<file path="config.mk">
export PLATFORM = sky130hd
export DESIGN_NAME = fu_cdb_buffer_flat
export DESIGN_NICKNAME = d
export VERILOG_FILES = /design/src/rtl/fu_cdb_buffer_if.sv /design/src/rtl/fu_cdb_buffer.sv /design/src/flat_wrapper.sv
export SDC_FILE = /design/constraint.sdc
export NUM_CORES = 1
export LEC_CHECK = 0
export ABC_AREA = 0
export CAP_MARGIN = 20
export CORE_MARGIN = 2
export CORE_UTILIZATION = 50
export DETAILED_ROUTE_END_ITERATION = 16
export PLACE_DENSITY = 0.73
export SLEW_MARGIN = 20
export SYNTH_ARGS = -nofsm -noshare
export SYNTH_HDL_FRONTEND = slang
export SYNTH_SLANG_ARGS = --single-unit
</file>
<file path="constraint.sdc">
create_clock -name clock -period 5.2 [get_ports clock]
set_clock_uncertainty 0.15 [all_clocks]
set_input_delay 0.78 -clock clock [delete_from_list [all_inputs] [get_ports clock]]
set_output_delay 0.78 -clock clock [all_outputs]
set_load 0.02 [all_outputs]
</file>
<file path="src/rtl/fu_cdb_buffer_if.sv">
// Handshake bundle between a functional unit, the CDB arbiter and branch resolution.
// The buffer connects through the slave modport; its environment uses master.
interface fu_cdb_buffer_if #(
    parameter int PREG_W  = 6,
    parameter int BMASK_W = 4
);
    logic               fu_valid;
    logic [63:0]        fu_result;
    logic [PREG_W-1:0]  fu_tagDest;
    logic [BMASK_W-1:0] fu_bmask;
    logic               fu_stall;

    logic               cdb_req;
    logic [63:0]        cdb_result;
    logic [PREG_W-1:0]  cdb_tag;
    logic [BMASK_W-1:0] cdb_bmask;
    logic               cdb_grant;

    logic               br_valid;
    logic               br_mispredict;
    logic [BMASK_W-1:0] br_bit;

    modport slave (
        input  fu_valid, fu_result, fu_tagDest, fu_bmask,
        output fu_stall,
        output cdb_req, cdb_result, cdb_tag, cdb_bmask,
        input  cdb_grant,
        input  br_valid, br_mispredict, br_bit
    );

    modport master (
        output fu_valid, fu_result, fu_tagDest, fu_bmask,
        input  fu_stall,
        input  cdb_req, cdb_result, cdb_tag, cdb_bmask,
        output cdb_grant,
        output br_valid, br_mispredict, br_bit
    );
endinterface

</file>
<file path="src/rtl/fu_cdb_buffer.sv">
// In-order result FIFO between one functional unit and the CDB arbiter, with branch-mask tracking.
// Optional macro FUCDB_BYPASS_EN: same-cycle bypass of a new result when no live entry is waiting.
module fu_cdb_buffer #(
    parameter int DEPTH   = 4,
    parameter int PREG_W  = 6,
    parameter int BMASK_W = 4
) (
    input  logic           clock,
    input  logic           reset,
    fu_cdb_buffer_if.slave bus
);
    localparam int PTR_W = $clog2(DEPTH);
    localparam int CNT_W = PTR_W + 1;

    typedef struct packed {
        logic [63:0]        result;
        logic [PREG_W-1:0]  tag;
        logic [BMASK_W-1:0] bmask;
    } entry_t;

    logic [PTR_W-1:0] head_q, head_d;
    logic [PTR_W-1:0] tail_q, tail_d;
    logic [CNT_W-1:0] count_q, count_d;
    logic [DEPTH-1:0] valid_q, valid_d;
    entry_t           entries_q [DEPTH];
    entry_t           entries_d [DEPTH];

    logic             full;
    logic             br_correct;
    logic             br_squash;
    logic             head_occupied;
    logic             head_squash;
    logic             fifo_req;
    logic             auto_pop;
    logic             pop;
    logic             in_squash;
    logic             push_ok;
    logic             push_write;
    logic             bypass;
    logic [DEPTH-1:0] squash_vec;
    entry_t           head_e;
    entry_t           in_entry;

    assign full          = (count_q == CNT_W'(DEPTH));
    assign br_correct    = bus.br_valid && !bus.br_mispredict;
    assign br_squash     = bus.br_valid && bus.br_mispredict;
    assign head_e        = entries_q[head_q];
    assign head_occupied = (count_q != '0);
    assign head_squash   = br_squash && |(head_e.bmask & bus.br_bit);

    // A head squashed this cycle must not broadcast; it drains as an auto-pop next cycle.
    assign fifo_req = head_occupied && valid_q[head_q] && !head_squash;
    assign auto_pop = head_occupied && !valid_q[head_q];
    assign pop      = (fifo_req && bus.cdb_grant) || auto_pop;

    assign in_entry.result = bus.fu_result;
    assign in_entry.tag    = bus.fu_tagDest;
    assign in_entry.bmask  = br_correct ? (bus.fu_bmask & ~bus.br_bit) : bus.fu_bmask;
    assign in_squash       = br_squash && |(bus.fu_bmask & bus.br_bit);

    // A full buffer still accepts a result when the head leaves in the same cycle.
    assign push_ok = bus.fu_valid && (!full || pop) && (bus.fu_tagDest != '0) && !in_squash;

    always_comb begin
        squash_vec = '0;
        for (int i = 0; i < DEPTH; i++) begin
            squash_vec[i] = br_squash && |(entries_q[i].bmask & bus.br_bit);
        end
    end

`ifdef FUCDB_BYPASS_EN
    logic any_live;

    assign any_live = |(valid_q & ~squash_vec);
    assign bypass   = push_ok && !any_live;
`else
    assign bypass = 1'b0;
`endif

    assign push_write = push_ok && !(bypass && bus.cdb_grant);

    always_comb begin
        // NOTE: every signal written here gets its default first, so no latch can be inferred.
        head_d    = head_q;
        tail_d    = tail_q;
        valid_d   = valid_q & ~squash_vec;
        entries_d = entries_q;

        if (br_correct) begin
            for (int i = 0; i < DEPTH; i++) begin
                entries_d[i].bmask = entries_q[i].bmask & ~bus.br_bit;
            end
        end

        if (pop) begin
            valid_d[head_q] = 1'b0;
            head_d          = head_q + PTR_W'(1);
        end

        // Ordered after pop so a full-buffer push into the departing head slot stays valid.
        if (push_write) begin
            valid_d[tail_q]   = 1'b1;
            entries_d[tail_q] = in_entry;
            tail_d            = tail_q + PTR_W'(1);
        end

        count_d = count_q + CNT_W'(push_write) - CNT_W'(pop);
    end

    always_comb begin
        bus.cdb_req    = 1'b0;
        bus.cdb_result = '0;
        bus.cdb_tag    = '0;
        bus.cdb_bmask  = '0;
        if (fifo_req) begin
            bus.cdb_req    = 1'b1;
            bus.cdb_result = head_e.result;
            bus.cdb_tag    = head_e.tag;
            bus.cdb_bmask  = br_correct ? (head_e.bmask & ~bus.br_bit) : head_e.bmask;
        end else if (bypass) begin
            bus.cdb_req    = 1'b1;
            bus.cdb_result = in_entry.result;
            bus.cdb_tag    = in_entry.tag;
            bus.cdb_bmask  = in_entry.bmask;
        end
    end

    assign bus.fu_stall = full;

    // NOTE: state registers use non-blocking assignments so every flop samples pre-edge values.
    always_ff @(posedge clock or negedge reset) begin
        if (!reset) begin
            head_q  <= '0;
            tail_q  <= '0;
            count_q <= '0;
            valid_q <= '0;
        end else begin
            head_q  <= head_d;
            tail_q  <= tail_d;
            count_q <= count_d;
            valid_q <= valid_d;
        end
    end

    // NOTE: payload storage is not reset; the valid bits and zeroed outputs gate every read.
    always_ff @(posedge clock) begin
        entries_q <= entries_d;
    end

    fu_valid_while_full : assert property (
        @(posedge clock) disable iff (!reset) !(bus.fu_valid && full && !pop)
    );

endmodule
</file>
<file path="src/flat_wrapper.sv">
// flat-port wrapper written by rule: the top's interface ports become plain ports
module fu_cdb_buffer_flat 
#(
    parameter int DEPTH   = 4,
    parameter int PREG_W  = 6,
    parameter int BMASK_W = 4
)
  (clock, reset, bus_fu_valid, bus_fu_result, bus_fu_tagDest, bus_fu_bmask, bus_fu_stall, bus_cdb_req, bus_cdb_result, bus_cdb_tag, bus_cdb_bmask, bus_cdb_grant, bus_br_valid, bus_br_mispredict, bus_br_bit);
  fu_cdb_buffer_if #(.PREG_W(PREG_W), .BMASK_W(BMASK_W)) bus_i ();
  input  logic clock;
  input  logic reset;
  input wire logic [$bits(bus_i.fu_valid)-1:0] bus_fu_valid;
  input wire logic [$bits(bus_i.fu_result)-1:0] bus_fu_result;
  input wire logic [$bits(bus_i.fu_tagDest)-1:0] bus_fu_tagDest;
  input wire logic [$bits(bus_i.fu_bmask)-1:0] bus_fu_bmask;
  output wire logic [$bits(bus_i.fu_stall)-1:0] bus_fu_stall;
  output wire logic [$bits(bus_i.cdb_req)-1:0] bus_cdb_req;
  output wire logic [$bits(bus_i.cdb_result)-1:0] bus_cdb_result;
  output wire logic [$bits(bus_i.cdb_tag)-1:0] bus_cdb_tag;
  output wire logic [$bits(bus_i.cdb_bmask)-1:0] bus_cdb_bmask;
  input wire logic [$bits(bus_i.cdb_grant)-1:0] bus_cdb_grant;
  input wire logic [$bits(bus_i.br_valid)-1:0] bus_br_valid;
  input wire logic [$bits(bus_i.br_mispredict)-1:0] bus_br_mispredict;
  input wire logic [$bits(bus_i.br_bit)-1:0] bus_br_bit;
  assign bus_i.fu_valid = bus_fu_valid;
  assign bus_i.fu_result = bus_fu_result;
  assign bus_i.fu_tagDest = bus_fu_tagDest;
  assign bus_i.fu_bmask = bus_fu_bmask;
  assign bus_fu_stall = bus_i.fu_stall;
  assign bus_cdb_req = bus_i.cdb_req;
  assign bus_cdb_result = bus_i.cdb_result;
  assign bus_cdb_tag = bus_i.cdb_tag;
  assign bus_cdb_bmask = bus_i.cdb_bmask;
  assign bus_i.cdb_grant = bus_cdb_grant;
  assign bus_i.br_valid = bus_br_valid;
  assign bus_i.br_mispredict = bus_br_mispredict;
  assign bus_i.br_bit = bus_br_bit;
  fu_cdb_buffer #(.DEPTH(DEPTH), .PREG_W(PREG_W), .BMASK_W(BMASK_W)) u_core (.clock(clock), .reset(reset), .bus(bus_i));
endmodule
</file>
# Yosys cells after proc, flatten, opt, wreduce, memory -nomap -nowiden

Index checks and enable logic that the tools add are counted.

Equal/unequal tests: 1
Bitwise gates (word level): 20
Mux-type cells: 25
$lt $le $gt $ge: 7
Reduce and logical (&&, ||, !) cells: 33
Add/sub/neg operators: 4

Operator list:

| cell                  | number |
|---|---|
| $bwmux W296           | 1 |
| $mux W226             | 1 |
| $mux W74              | 3 |
| $bmux W74 S2          | 1 |
| $demux W74 S2         | 1 |
| $mux W64              | 1 |
| $and A4 B4 Y4         | 14 |
| $mux W4               | 9 |
| $reduce_or A4 Y1      | 6 |
| $logic_and A1 B1 Y1   | 18 |
| $not A4 Y4            | 3 |
| $ge A3 B3 Y1 const B  | 2 |
| $lt A2 B3 Y1 const B  | 2 |
| $mux W6               | 1 |
| $not A2 Y3            | 2 |
| $reduce_bool A6 Y1    | 1 |
| $logic_not A1 Y1      | 5 |
| $add A2 B1 Y2 const B | 2 |
| $demux W1 S2          | 2 |
| $ge A2 B1 Y1 const B  | 2 |
| $mux W1               | 4 |
| $or A4 B4 Y4          | 1 |
| $add A3 B1 Y3         | 1 |
| $eq A3 B3 Y1 const B  | 1 |
| 5 further kinds       | 6 |

Input port bits: 84
Word-level logic and storage cells: 106
Bits in registers: 307
Output and inout bits: 76

# Longest topological paths before layout

Word-level depth: 17
Mapped depth: 14

# Least setup slack after synthesis

Ideal clock, no wire load.

Path type: reg2reg
Start: register u_core.head_q[0]
End: register u_core.entries_q[226] (netlist name) (enable)
Cell stages (with the launch flop): 7
Clock period less this slack: 4.032 ns
Path slack: 1.168 ns
Library setup time: 0.424 ns
Data required time: 4.626 ns
Data arrival time: 3.458 ns
Cells stage by stage: dfrtp_1 > buf_2 > mux4_2 > and2_1 > o41ai_4 > o21ai_1 > inv_1

Longest elaborated chain between the ends: 15
Elaborated cells on any way between the ends: 20

RTL lines:

| what                                        | RTL line             | source |
|---|---|---|
| from (decl)                                 | fu_cdb_buffer.sv:21  | `logic [PTR_W-1:0] head_q, head_d;` |
| from (signal assigned)                      | fu_cdb_buffer.sv:133 | `head_q <= '0;` |
| from (signal assigned)                      | fu_cdb_buffer.sv:138 | `head_q <= head_d;` |
| $not A2 Y3 (not written as such)            | fu_cdb_buffer.sv:47  | `assign head_e = entries_q[head_q];` |
| $bmux W74 S2                                | fu_cdb_buffer.sv:47  |  |
| $mux W74 (not written as such) (2 in a row) | fu_cdb_buffer.sv:47  |  |
| $and A4 B4 Y4                               | fu_cdb_buffer.sv:49  | `assign head_squash = br_squash && \|(head_e.bmask & bus.br_bit);` |
| $reduce_or A4 Y1                            | fu_cdb_buffer.sv:49  |  |
| $logic_and A1 B1 Y1                         | fu_cdb_buffer.sv:49  |  |
| $logic_not A1 Y1                            | fu_cdb_buffer.sv:52  | `assign fifo_req = head_occupied && valid_q[head_q] && !head_squash;` |
| $logic_and A1 B1 Y1                         | fu_cdb_buffer.sv:52  |  |
| $logic_and A1 B1 Y1                         | fu_cdb_buffer.sv:54  | `assign pop = (fifo_req && bus.cdb_grant) \|\| auto_pop;` |
| $logic_or A1 B1 Y1 *                        | fu_cdb_buffer.sv:54  |  |
| $logic_or A1 B1 Y1 *                        | fu_cdb_buffer.sv:62  | `assign push_ok = bus.fu_valid && (!full \|\| pop) && (bus.fu_tagDest != '0) && !in_squash;` |
| $logic_and A1 B1 Y1 * (3 in a row)          | fu_cdb_buffer.sv:62  |  |
| to (signal assigned)                        | fu_cdb_buffer.sv:147 | `entries_q <= entries_d;` |
| to (decl)                                   | fu_cdb_buffer.sv:25  | `entry_t entries_q [DEPTH];` |

Every way passes the cells marked *; elsewhere a longest branch is shown, timed or not. The select of a mux whose other input is x is not followed.
A chain may end at the register's enable or synchronous reset.

# Worst setup path in the final report

Start: register u_core.head_q[0]
End: output bus_cdb_result[63]

Longest elaborated chain between the ends: 10
Elaborated cells on any way between the ends: 13

RTL lines:

| what                                        | RTL line             | source |
|---|---|---|
| $not A2 Y3 (not written as such)            | fu_cdb_buffer.sv:47  |  |
| $bmux W74 S2                                | fu_cdb_buffer.sv:47  |  |
| $mux W74 (not written as such) (2 in a row) | fu_cdb_buffer.sv:47  |  |
| $and A4 B4 Y4                               | fu_cdb_buffer.sv:49  |  |
| $reduce_or A4 Y1                            | fu_cdb_buffer.sv:49  |  |
| $logic_and A1 B1 Y1                         | fu_cdb_buffer.sv:49  |  |
| $logic_not A1 Y1                            | fu_cdb_buffer.sv:52  |  |
| $logic_and A1 B1 Y1                         | fu_cdb_buffer.sv:52  |  |
| $mux W64 *                                  | fu_cdb_buffer.sv:115 | `if (fifo_req) begin` |
| to (decl)                                   | flat_wrapper.sv:18   | `output wire logic [$bits(bus_i.cdb_result)-1:0] bus_cdb_result;` |

Marks and branches as above.

==> results summary <==
After legalization and detailed placement, the total HPWL measured between 10000 and 15000 µm. The critical path is of the flip-flop to output pin type. Summed over all cells, the static leakage comes to slightly above 0.005 µW. Measured along the x axis, the die boundary spans between 150 and 200 µm. The site row count came out at 57. In the post-synthesis netlist, the cell with the most instances is sky130_fd_sc_hd__edfxtp_1.

The cell at the slowest stage of the critical path is sky130_fd_sc_hd__clkdlybuf4s50_1. The parity-gate share of the synthesized area counting xor and xnor cells came out at 0.002855. The detailed-router iteration count before antenna repair came out at 5. The antenna cell count is 0.

The number of buffers created by CTS is 30. For this run, the leading register cell type out of synthesis is sky130_fd_sc_hd__edfxtp_1. The per-instance average area after synthesis came out at between 15 and 20 µm².

The residual overflow from global routing is 0. The part of the cycle the worst path needs is 0.9276. The commonest cells after synthesis are 280 x sky130_fd_sc_hd__edfxtp_1, 73 x sky130_fd_sc_hd__mux4_2, 73 x sky130_fd_sc_hd__nor2b_1. For hold timing, the worst endpoint is u_core.entries_q[2]$_DFF_P_. The number of sinks on the clock net came out at a little over 300. After the first detailed-routing iteration, the DRC count stood at about 450. The total placed instance area is ~0.014 mm². The final critical path time including I/O delays and setup is between 4 and 5 ns. The post-synthesis instance area is ~0.012 mm². The total negative setup slack came out at 0 ns. The peak clock frequency supported by timing is 0.2073 GHz. Setup repair after global routing left no endpoint under its margin. In the final layout, the share of cells above drive strength 1 is 0.1742. The fraction of synthesis flops using an asynchronous set or reset pin came out at 0.03583.

The power per cell area came out at around 640 mW/mm². The net total in the final layout came out at about 890. The depth of the worst hold-timing path is 2. The floorplan step defined a core boundary enclosing between 0.02 and 0.025 mm². The maximum number of pins on one net before global-route repair is between 70 and 80. The pin slew with the least headroom to its limit is slightly above 1 ns.

The floorplan die area is ~0.026 mm². The final weighted congestion in routability-driven placement is about 0.86. The number of max-slew violations in the final report came out at 0. The startpoint identified for the worst hold timing path is u_core.entries_q[2]$_DFF_P_. The number of global-route vias before repair is a little under 7000.

The number of enable flip-flop cells after synthesis came out at between 200 and 300. The count of vias placed by the detailed router came out at 6406. The largest total area in the synthesized netlist belongs to sky130_fd_sc_hd__edfxtp_1. The unique cell type count in the Yosys netlist is slightly above 40. The average via count per standard cell came out at roughly 5.6. The signal on the critical path passes through mux4_2 -> and2_1 -> o41ai_4 -> nand3_4 -> buf_4 -> nor2b_1 -> clkdlybuf4s50_1.

The clock root buffer is sky130_fd_sc_hd__clkbuf_16. After technology mapping, the gate count stands at about 620. The maximum single-stage delay on the critical path is about 0.65 ns. The clock edge transition at the registers on the reported setup and hold paths is about 0.060 ns. The post-cts resize count came out at 0. The top fanout value on the critical path is 37.

The worst hold path belongs to the class flip-flop to flip-flop. The final count of hold timing violations is 0. The post-synthesis net count came out at around 720. The share of the synthesized area in compound gates (AO/OA/AOI/OAI) came to 0.02447. The worst setup slack for register-to-register paths is 1.38 ns. The signal arrival time at the worst endpoint came out at roughly 3.9 ns.

The number of antenna violations at the first check in global routing is 1. In the final routed layout, each cell accounts on average for between 20 and 25 µm. The part of the Yosys area used for sequential elements came out at 0.7338. The share of cell area taken by muxes after synthesis is 0.1523. The flow ran to the end, and the final reports show no timing, DRC or antenna violations.

The overall track demand over capacity in global routing came out at 0.1935. The highest ir drop seen on vdd is 0.4378 mV. The count of buffers from port buffering is approximately 160. After detailed routing, the total wire length is approximately 25000 µm. The worst register-to-register path ends at u_core.entries_q[274]$_DFFE_PP_.

By area the synthesized netlist is led by sky130_fd_sc_hd__edfxtp_1 69%, sky130_fd_sc_hd__mux4_2 13%, sky130_fd_sc_hd__nor2b_1 3.7%, sky130_fd_sc_hd__dfxtp_1 2.6%, sky130_fd_sc_hd__dfrtp_1 2.2%. The y dimension of the die came out at approximately 160 µm. The relative slew slack came out at 0.3132. Max-cap violations in this run came to 0. The area growth from synthesis to layout is 24.44%. The category of the worst setup path capture point is an output pin.

The area occupied by multi-input gates is between 0.003 and 0.004 mm². The final non-filler cell area is approximately 0.015 mm². The number of buffers on the longest clock path is 3.

The CTS H-tree depth is 1. Hold repair after CTS inserted 0 buffers. STA puts the critical path data required time at about 4.3 ns. The boundary pin count came out at between 150 and 200.

The startpoint type of the worst setup path is a flip-flop. Of the post-synthesis cell area, the dominant cell type holds 0.6852. The starting utilization of the core area came out at 0.5075.

After synthesis, the largest family of logic cells by area is multiplexers. The total of flip-flops plus latches after synthesis came out at about 310. For the worst flop-to-flop path, the logic depth is 6. The synthesis warning total is 0. The slack of the critical path came out at 0.3764 ns. The global-route wire length before repair is a little under 40000 µm. The footprint of the flip-flops and latches is 0.009011 mm². After detailed routing, the number of remaining DRC violations is 0.

The post-synthesis adder-cell area fraction came out at 0.01183. The number of filler cells placed in the layout is 1661. The worst register-to-register path begins at u_core.head_q[0]$_DFFE_PN0N_.

The area fraction in and, or, nand and nor cells after synthesis is 0.05659. Clock latency on the worst-skew pair, taken at its later pin, is roughly 0.55 ns. The count of antenna-violating nets left after detailed routing came out at 0.

The buffer count from post-CTS setup fixing came out at 0. The TritonCTS clock tree is done. The post-placement worst setup slack came out at approximately 0.64 ns. Total power for the finished layout comes to around 9800 µW. The setup-violating endpoint count in the final report is 0.
registers in the layout (all words and copies together), names as in the netlist:
signal,count
u_core.tail_q,2
u_core.valid_q,4
u_core.entries_q,296
u_core.head_q,2
u_core.count_q,3
logic make-up (layout without fill, tap and decap cells):
group / Yosys count / after routing
muxes: 95 / 95
AOI/OAI and AO/OA: 35 / 35
DFF: 307 / 307
buffers and inverters: 48 / 245
and+or+nand+nor: 124 / 124
adders and majority gates: 11 / 11
xor gates and xnor gates: 4 / 4
per-stage QoR:
stage	cells	utilization	hold slack (ns)
2_1_floorplan	624	-	0.2983
3_3_place_gp	1088	0.5883	0.3169
3_5_place_dp	1088	0.5883	0.3239
4_1_cts	1144	0.6301	0.3299
5_1_grt	1145	0.6316	0.3658
6_report	1145	0.6316	0.3369
cell usage in the layout (no fill, tap or decap), drive strengths merged, types with 2 or more instances in the layout:
cell type      count
and2               2
clkdlybuf4s50    159
nand2             33
and3               4
mux2               4
mux4              73
xnor2              4
clkinv            12
o211ai             9
o21bai             3
clkbuf            40
mux2i             18
o21ai              6
edfxtp           280
nor2               4
nor2b             73
nand3              2
buf               11
ha                10
dfrtp             11
a22oi              2
dfxtp             16
a221oi             4
a22o               4
a21o               2
inv               15
o2bb2ai            2
bufinv             5
clkinvlp           3
critical path, delay by kind of cell (launching register included):
| kind | cells | cell delay, ns |
|---|---|---|
| compound gates | 1 | 0.60 |
| simple gates | 3 | 0.60 |
| mux | 1 | 0.56 |
| buf+inv | 2 | 0.93 |
| flops | 1 | 0.62 |
final cells by class:
type                            instances  area share
Inverter                               19    0.004998
Clock inverter                         16     0.01459
Tap cell                              324     0.02655
Sequential cell                       307      0.5901
Timing Repair Buffer                  170      0.1123
Multi-Input combinational cell        269      0.1999
Clock buffer                           40     0.05162
power by group:
part / total [µW] / leakage, µW / switching [µW] / internal [µW]
clock network: 2190 / 0.000478 / 879 / 1310
logic: 4180 / 0.00186 / 2200 / 1980
registers: 3440 / 0.00282 / 215 / 3230
worst max-delay path by stage:
stage	from	endpoint	slack [ns]
global placement	bus_br_bit[2]	bus_cdb_result[63]	0.75
global route	u_core.head_q[0]$_DFFE_PN0N_	bus_cdb_result[63]	0.14
floorplan	u_core.head_q[0]$_DFFE_PN0N_	u_core.entries_q[226]$_DFFE_PP_	1.17
CTS	u_core.head_q[0]$_DFFE_PN0N_	bus_cdb_result[63]	0.33
detailed placement	bus_br_bit[2]	bus_cdb_result[63]	0.64
finish	u_core.head_q[0]$_DFFE_PN0N_	bus_cdb_result[63]	0.38
per-layer routing:
metal | GRT usage | routed length, µm | up-vias
met2 | 0.3205 | 11960 | 253
met4 | 0.05569 | 490 | 2
met3 | 0.04210 | 1702 | 49
met1 | 0.2621 | 10360 | 3272
li1 | - | - | 2830
met5 | 0 | 13 | -
Note: power is estimated with default switching activity, not from simulation.
